### src/rtl/soft_error_monitor.sv
// Soft-error monitor: counts corruption, unknown-TTC and DDR3-overflow events
// and promotes each to a sticky hard error once its count reaches a
// programmable threshold. A single comparator is shared via a 3-slot scan.
module soft_error_monitor #(
    parameter int unsigned CNT_WIDTH     = 32,
    parameter int unsigned DDR3_WARN_MIN = 1
) (
    input  logic                 clk,
    input  logic                 reset,
    input  logic                 monitor_en,
    input  logic                 clear,
    input  logic                 ev_data_corrupt,
    input  logic                 ev_unknown_ttc,
    input  logic                 ev_ddr3_overflow,
    input  logic [CNT_WIDTH-1:0] thres_data_corrupt,
    input  logic [CNT_WIDTH-1:0] thres_unknown_ttc,
    input  logic [CNT_WIDTH-1:0] thres_ddr3_overflow,
    output logic [CNT_WIDTH-1:0] cs_mismatch_count,
    output logic [CNT_WIDTH-1:0] unknown_cmd_count,
    output logic [CNT_WIDTH-1:0] ddr3_overflow_count,
    output logic                 error_data_corrupt,
    output logic                 error_unknown_ttc,
    output logic                 error_ddr3_overflow,
    output logic                 ddr3_overflow_warning,
    output logic [1:0]           scan_sel
);

    typedef enum logic [1:0] {
        S_CORRUPT = 2'd0,
        S_TTC     = 2'd1,
        S_DDR3    = 2'd2
    } scan_t;

    localparam logic [CNT_WIDTH-1:0] WARN_MIN = CNT_WIDTH'(DDR3_WARN_MIN);

    scan_t                state;
    logic [CNT_WIDTH-1:0] sel_cnt;
    logic [CNT_WIDTH-1:0] sel_thr;
    logic                 hit;

    function automatic logic [CNT_WIDTH-1:0] sat_inc(input logic [CNT_WIDTH-1:0] c,
                                                     input logic ev);
        return (ev && (c != '1)) ? c + CNT_WIDTH'(1) : c;
    endfunction

    // Round-robin scan slot; not affected by clear, illegal codes recover to S_CORRUPT
    always_ff @(posedge clk) begin
        if (reset) begin
            state <= S_CORRUPT;
        end else begin
            case (state)
                S_CORRUPT: state <= S_TTC;
                S_TTC:     state <= S_DDR3;
                S_DDR3:    state <= S_CORRUPT;
                default:   state <= S_CORRUPT;
            endcase
        end
    end

    assign scan_sel = state;

    // Route the scanned source's count and live threshold into the shared comparator
    always_comb begin
        sel_cnt = '0;
        sel_thr = '0;
        case (state)
            S_CORRUPT: begin
                sel_cnt = cs_mismatch_count;
                sel_thr = thres_data_corrupt;
            end
            S_TTC: begin
                sel_cnt = unknown_cmd_count;
                sel_thr = thres_unknown_ttc;
            end
            S_DDR3: begin
                sel_cnt = ddr3_overflow_count;
                sel_thr = thres_ddr3_overflow;
            end
            default: begin
                sel_cnt = '0;
                sel_thr = '0;
            end
        endcase
        hit = monitor_en && (sel_thr != '0) && (sel_cnt >= sel_thr);
    end

    // Saturating event counters; clear drops any coincident event
    always_ff @(posedge clk) begin
        if (reset || clear) begin
            cs_mismatch_count   <= '0;
            unknown_cmd_count   <= '0;
            ddr3_overflow_count <= '0;
        end else begin
            cs_mismatch_count   <= sat_inc(cs_mismatch_count, ev_data_corrupt);
            unknown_cmd_count   <= sat_inc(unknown_cmd_count, ev_unknown_ttc);
            ddr3_overflow_count <= sat_inc(ddr3_overflow_count, ev_ddr3_overflow);
        end
    end

    // Sticky hard-error flags, set only for the source in the current scan slot
    always_ff @(posedge clk) begin
        if (reset || clear) begin
            error_data_corrupt  <= 1'b0;
            error_unknown_ttc   <= 1'b0;
            error_ddr3_overflow <= 1'b0;
        end else if (hit) begin
            case (state)
                S_CORRUPT: error_data_corrupt  <= 1'b1;
                S_TTC:     error_unknown_ttc   <= 1'b1;
                S_DDR3:    error_ddr3_overflow <= 1'b1;
                default:   ;
            endcase
        end
    end

    // DDR3 warning tracks the registered count with one cycle of lag
    always_ff @(posedge clk) begin
        if (reset || clear) begin
            ddr3_overflow_warning <= 1'b0;
        end else begin
            ddr3_overflow_warning <= (ddr3_overflow_count >= WARN_MIN);
        end
    end

endmodule

### config.mk
export PLATFORM = sky130hd
export DESIGN_NAME = soft_error_monitor
export DESIGN_NICKNAME = d
export VERILOG_FILES = /design/src/rtl/soft_error_monitor.sv
export SDC_FILE = /design/constraint.sdc
export NUM_CORES = 1
export LEC_CHECK = 0
export CORE_MARGIN = 2
export CORE_UTILIZATION = 48
export DETAILED_ROUTE_END_ITERATION = 7
export GPL_TIMING_DRIVEN = 0
export PLACE_DENSITY_LB_ADDON = 0.3
export SLEW_MARGIN = 10
export SYNTH_ARGS = -nofsm -noshare
export SYNTH_HDL_FRONTEND = slang
export SYNTH_SLANG_ARGS = --single-unit
### constraint.sdc
create_clock -name clk -period 4.65 [get_ports clk]
set_clock_uncertainty 0.1 [all_clocks]
set_input_delay 0.93 -clock clk [delete_from_list [all_inputs] [get_ports clk]]
set_output_delay 0.93 -clock clk [all_outputs]
set_load 0.02 [all_outputs]
# Word-level counts from Yosys, hierarchy flattened
# Cells that the tools add are included.
# word_totals
ff_bits	102
latch_bits	0
ramBits	0
mem_bits_ro	0
inputBits	103
wordCells	32
memories	0
# op_classes
n_addsub	3
mul	0
div_mod_pow	0
n_lt_le_gt_ge	2
n_eq_ne	5
shifts	0
muxes	3
n_bitwise	0
reduce_logical	11
# ops
operator	count
32-bit case mux with 3 select lines	2
32-bit by 1-bit adder with 32-bit output (second input constant)	3
32-bit != test (second input constant)	3
32-bit by 1-bit greater-or-equal comparator with 1-bit output (second input constant)	1
32-bit greater-or-equal comparator	1
32-bit nonzero test	1
2-bit AND reduction	3
1-bit logical AND	5
2-bit case mux with 2 select lines	1
2-bit by 1-bit equality test with 1-bit output (second input constant)	1
2-bit equality test (second input constant)	1
2-bit zero test	1
1-bit logical OR	1

# Longest topological paths before layout
# logic_depth
word_depth	6
ltp_mapped	14

# Worst setup path after synthesis
# Ideal clock, no wire load.
# synth_timing
path_kind	register -> register
startpoint	register state[0], in the netlist scan_sel[0]
endpoint	register error_data_corrupt
setup_time_ps	136
arrival_time_ps	3180
setup_slack_ps	1234
path_stages_with_launch	14
synth_period_minus_slack_ps	3416
cell_sequence	dfxtp_1 > buf_2 > buf_2 > clkbuf_1 > buf_2 > mux2i_1 > o21ai_0 > ha_1 > a21o_1 > a2111oi_0 > o21a_1 > o21ai_0 > a21oi_1 > o31ai_1
# synth_via
elab_chain_len	6
word_cells_on_any_way	10
cone_classes	order compare: 1; eq/ne: 2; mux: 2; reduce/logical: 5
# synth_rtl
item	line_no	source
from (decl)	36	scan_t state;
from (signal assigned)	49	state <= S_CORRUPT;
from (signal assigned)	52	S_CORRUPT: state <= S_TTC;
from (signal assigned)	53	S_TTC: state <= S_DDR3;
branches (longest 5 deep; another with 32-bit greater-or-equal comparator)	--	
2-bit AND reduction (no line) *	--	
to (signal assigned)	103	error_data_corrupt <= 1'b0;
to (signal assigned)	108	S_CORRUPT: error_data_corrupt <= 1'b1;
to (decl)	21	output logic error_data_corrupt,
# Mark *: on every way between the ends.
# A chain may end at the register's enable or synchronous reset.

# Worst setup path in the final report
# Ends and elaborated chain as after synthesis.

==> metrics <==
status complete, no violations; Post-CTS Setup Inserts 0; timing-limited maximum frequency 0.242 GHz; # fillers 1242; Netlist cell types 52; iteration count of the initial detailed-routing pass 7; Final Hold Slack 360 ps; Residual DRC 0; startpoint-to-endpoint class of the critical path reg2reg; worst rel slew slack a little over two fifths; final clock period utilization by the worst path between 80% and 90%; sequential cell area 0.00204 mm²; internal power ~1.4 mW; reported max-cap violation count 0; Post-CTS Resized 0; leakage power of the design about 3.4 nW; relative contribution of sequential cells to total power between 40% and 50%; Yosys warnings 0; count of non-filler cells in the finished layout about 1300; Startpoint Class flop; DPL Wire Length between 15 and 20 mm; height of the chip between 100 and 150 µm; Total Nets Final ~1200; H-tree depth 3; met2 Usage GRT around 50%; count of pins over their slew limit 0; total gr overflow 0; leading register cell type out of synthesis dfxtp_1; sum of negative setup slack 0 ps; cell count after placement 1261; total via count in the routed design around 7700; cell-by-cell listing of the critical path buf_2 -> buf_2 -> clkbuf_1 -> buf_2 -> mux2i_1 -> o21ai_0 -> ha_1 -> a21o_1 -> a2111oi_0 -> o21a_1 -> o21ai_0 -> a21oi_1 -> o31ai_1; combined area of the multi-input logic cells about 0.0046 mm²; Slew @ Worst Pin between 800 and 900 ps; number of rows in the core area 44; Total Die Area around 0.016 mm²; Global Route Usage Sum slightly above 30%; area of placed instances 0.00923 mm²; share of the synthesized area in the top cell type 29.3%; post-detailed-route count of antenna-violating nets 0; largest voltage drop on the vdd net 0.153 mV; switching pwr roughly 0.55 mW; clock buffers created by TritonCTS 9; number of buffers inserted for hold repair after clock tree synthesis 0; Final Critical Period a little over 4000 ps; met1 track demand over resource around 40%; antenna fix cells 0; post-synthesis to final-layout area growth 36.3%; register clock-pin slew on the reported worst setup and hold paths about 70 ps; data arrival time of the critical path around 4300 ps; number of I/O port buffers 202; worst-path fanout max 10; Synth area leaders dfxtp_1, mux2i_1, ha_1, nor2_1, xor2_1; crit-path max cell delay 490 ps; leading post-synthesis cells by instance count dfxtp_1, nor2_1, nand2_1, mux2i_1, o21ai_0; number of DRC violations after detailed-routing iteration 0 934; post-synthesis cell type with the largest combined area dfxtp_1; Post-Synthesis Cell Area roughly 0.007 mm²; net switching share of the total power ~28%; antenna violations before repair 0; fraction of the yosys area taken by sequential cells 29.3%; clock network fraction of total power a little under two fifths; synthesized flop and latch total about 100; via count of the first global-routing pass around 7400; Final Routed Wirelength roughly 25 mm; weighted congestion at the end of routability-driven global placement between 0.9 and 1; global routing usage on met3 6.23%; library cell used as clock root buffer clkbuf_16; number of flops mapped to enable cells by yosys 0; library cell with the highest instance count after synthesis dfxtp_1; Initial Utilization between 40% and 50%; CP max stage cell clkbuf_1; wire length of the first global-routing pass 38.4 mm; cell repeated most along the worst path buf_2; routed wire length per instance 19.2 µm; Mapped Avg Cell Area around 8.0 µm²; top-level port count between 200 and 250; die boundary width 125 µm; share of synthesized flip-flops with an asynchronous set or reset 0%; core outline area about 0.014 mm²; final-report hold violation count 0; Worst Setup End Kind flop; RSZ-0062 raised after global routing false; final standard cell area without fillers 0.00952 mm²; maximum number of pins on one net before global-route repair 19; layout cells sized above 1 between 3 and 4%; kind of path behind the tightest hold check reg2reg; clock sink count 102; required time at the endpoint of the critical path 4770 ps; source-to-sink clock delay at the later pin of the worst-skew pair 370 ps; synthesized netlist net count between 1000 and 1500; cell area power density 206 mW/mm²; TritonCTS clock tree done; share of power burned in combinational logic between 10% and 20%; via density per instance ~6.1; most used routing layer in global routing met2; Post-Syn Instances between 800 and 900; clock buffer depth 2; setup violation total in the final timing report 0
-- per-layer routing --
| metal | vias to the layer above | share of wire [%] |
|---|---|---|
| met2 | 437 | 46 |
| met5 | - | 0 |
| li1 | 3627 | - |
| met1 | 3609 | 42 |
| met3 | 59 | 9.2 |
| met4 | 0 | 3.0 |
-- power by group through the flow --
stage | registers [mW] | logic (mW) | clock network (mW)
floorplan | 0.904 | 0.177 | 0
global placement | 0.901 | 0.327 | 0
detailed placement | 0.901 | 0.333 | 0
CTS | 0.881 | 0.334 | 0.738
global route | 0.881 | 0.367 | 0.771
finish | 0.881 | 0.337 | 0.738
-- critical path: cells and delay by family, from the launching register on --
family	cells	cell delay (ps)
AO/OA/AOI/OAI	7	1420
adder cells (fa/ha/maj)	1	330
buffers and inverters	4	1400
flip-flops	1	320
multiplexers	1	400
-- per-stage QoR --
step | util [%] | setup WS, ps | power, mW
detailed placement | 64.3 | 607 | 1.23
CTS | 66.2 | 579 | 1.95
floorplan | - | 1230 | 1.08
global route | 66.2 | 353 | 2.02
global placement | 64.3 | 621 | 1.23
finish | 66.2 | 524 | 1.96
-- sequential cells by signal, summed over array words and instances, names as in the netlist --
name,flops
cs_mismatch_count,32
ddr3_overflow_count,32
unknown_cmd_count,32
scan_sel,2
ddr3_overflow_warning,1
error_data_corrupt,1
error_ddr3_overflow,1
error_unknown_ttc,1
-- cell families (layout without fill, tap and decap cells) --
group                      Yosys count  after routing  share of synthesized area, %
and+or+nand+nor                    371            371                          27.7
AOI/OAI and AO/OA                  150            150                          13.7
DFF                                102            102                          29.3
buffers and inverters               81            299                          4.64
muxes                               68             68                          9.75
xor gates and xnor gates            66             66                          8.28
adders and majority gates           37             37                          6.63
-- worst paths after layout --
kind / startpoint / endpoint / slack, ps / cells after the start
setup reg to reg: scan_sel[0] / error_data_corrupt / 520 / 13
hold reg to reg: error_unknown_ttc / error_unknown_ttc / 360 / 2
setup / recovery: scan_sel[0] / error_data_corrupt / 520 / 13
hold / removal: error_unknown_ttc / error_unknown_ttc / 360 / 2
-- layout by cell type (no fill, tap or decap), types with 20 or more instances in the layout --
cell type,instances
ha_1,37
o21ai_0,43
nand3_1,32
and4_1,20
nand4_1,37
clkbuf_1,35
o2bb2ai_1,21
inv_1,30
nor3_1,20
mux2i_1,68
xnor2_1,29
nor2_1,94
xor2_1,37
a21oi_1,34
clkdlybuf4s50_1,202
dfxtp_1,102
nand2_1,81
-- final cells by class --
cell class | instances | share of cell area (%)
Clock inverter | 7 | 0.605
Inverter | 30 | 1.18
Timing Repair Buffer | 202 | 21.2
Clock buffer | 9 | 2.37
Buffer | 51 | 2.22
Multi-Input combinational cell | 692 | 48.5
Sequential cell | 102 | 21.5
Tap cell | 184 | 2.42
(Power assumes the default switching activity.)
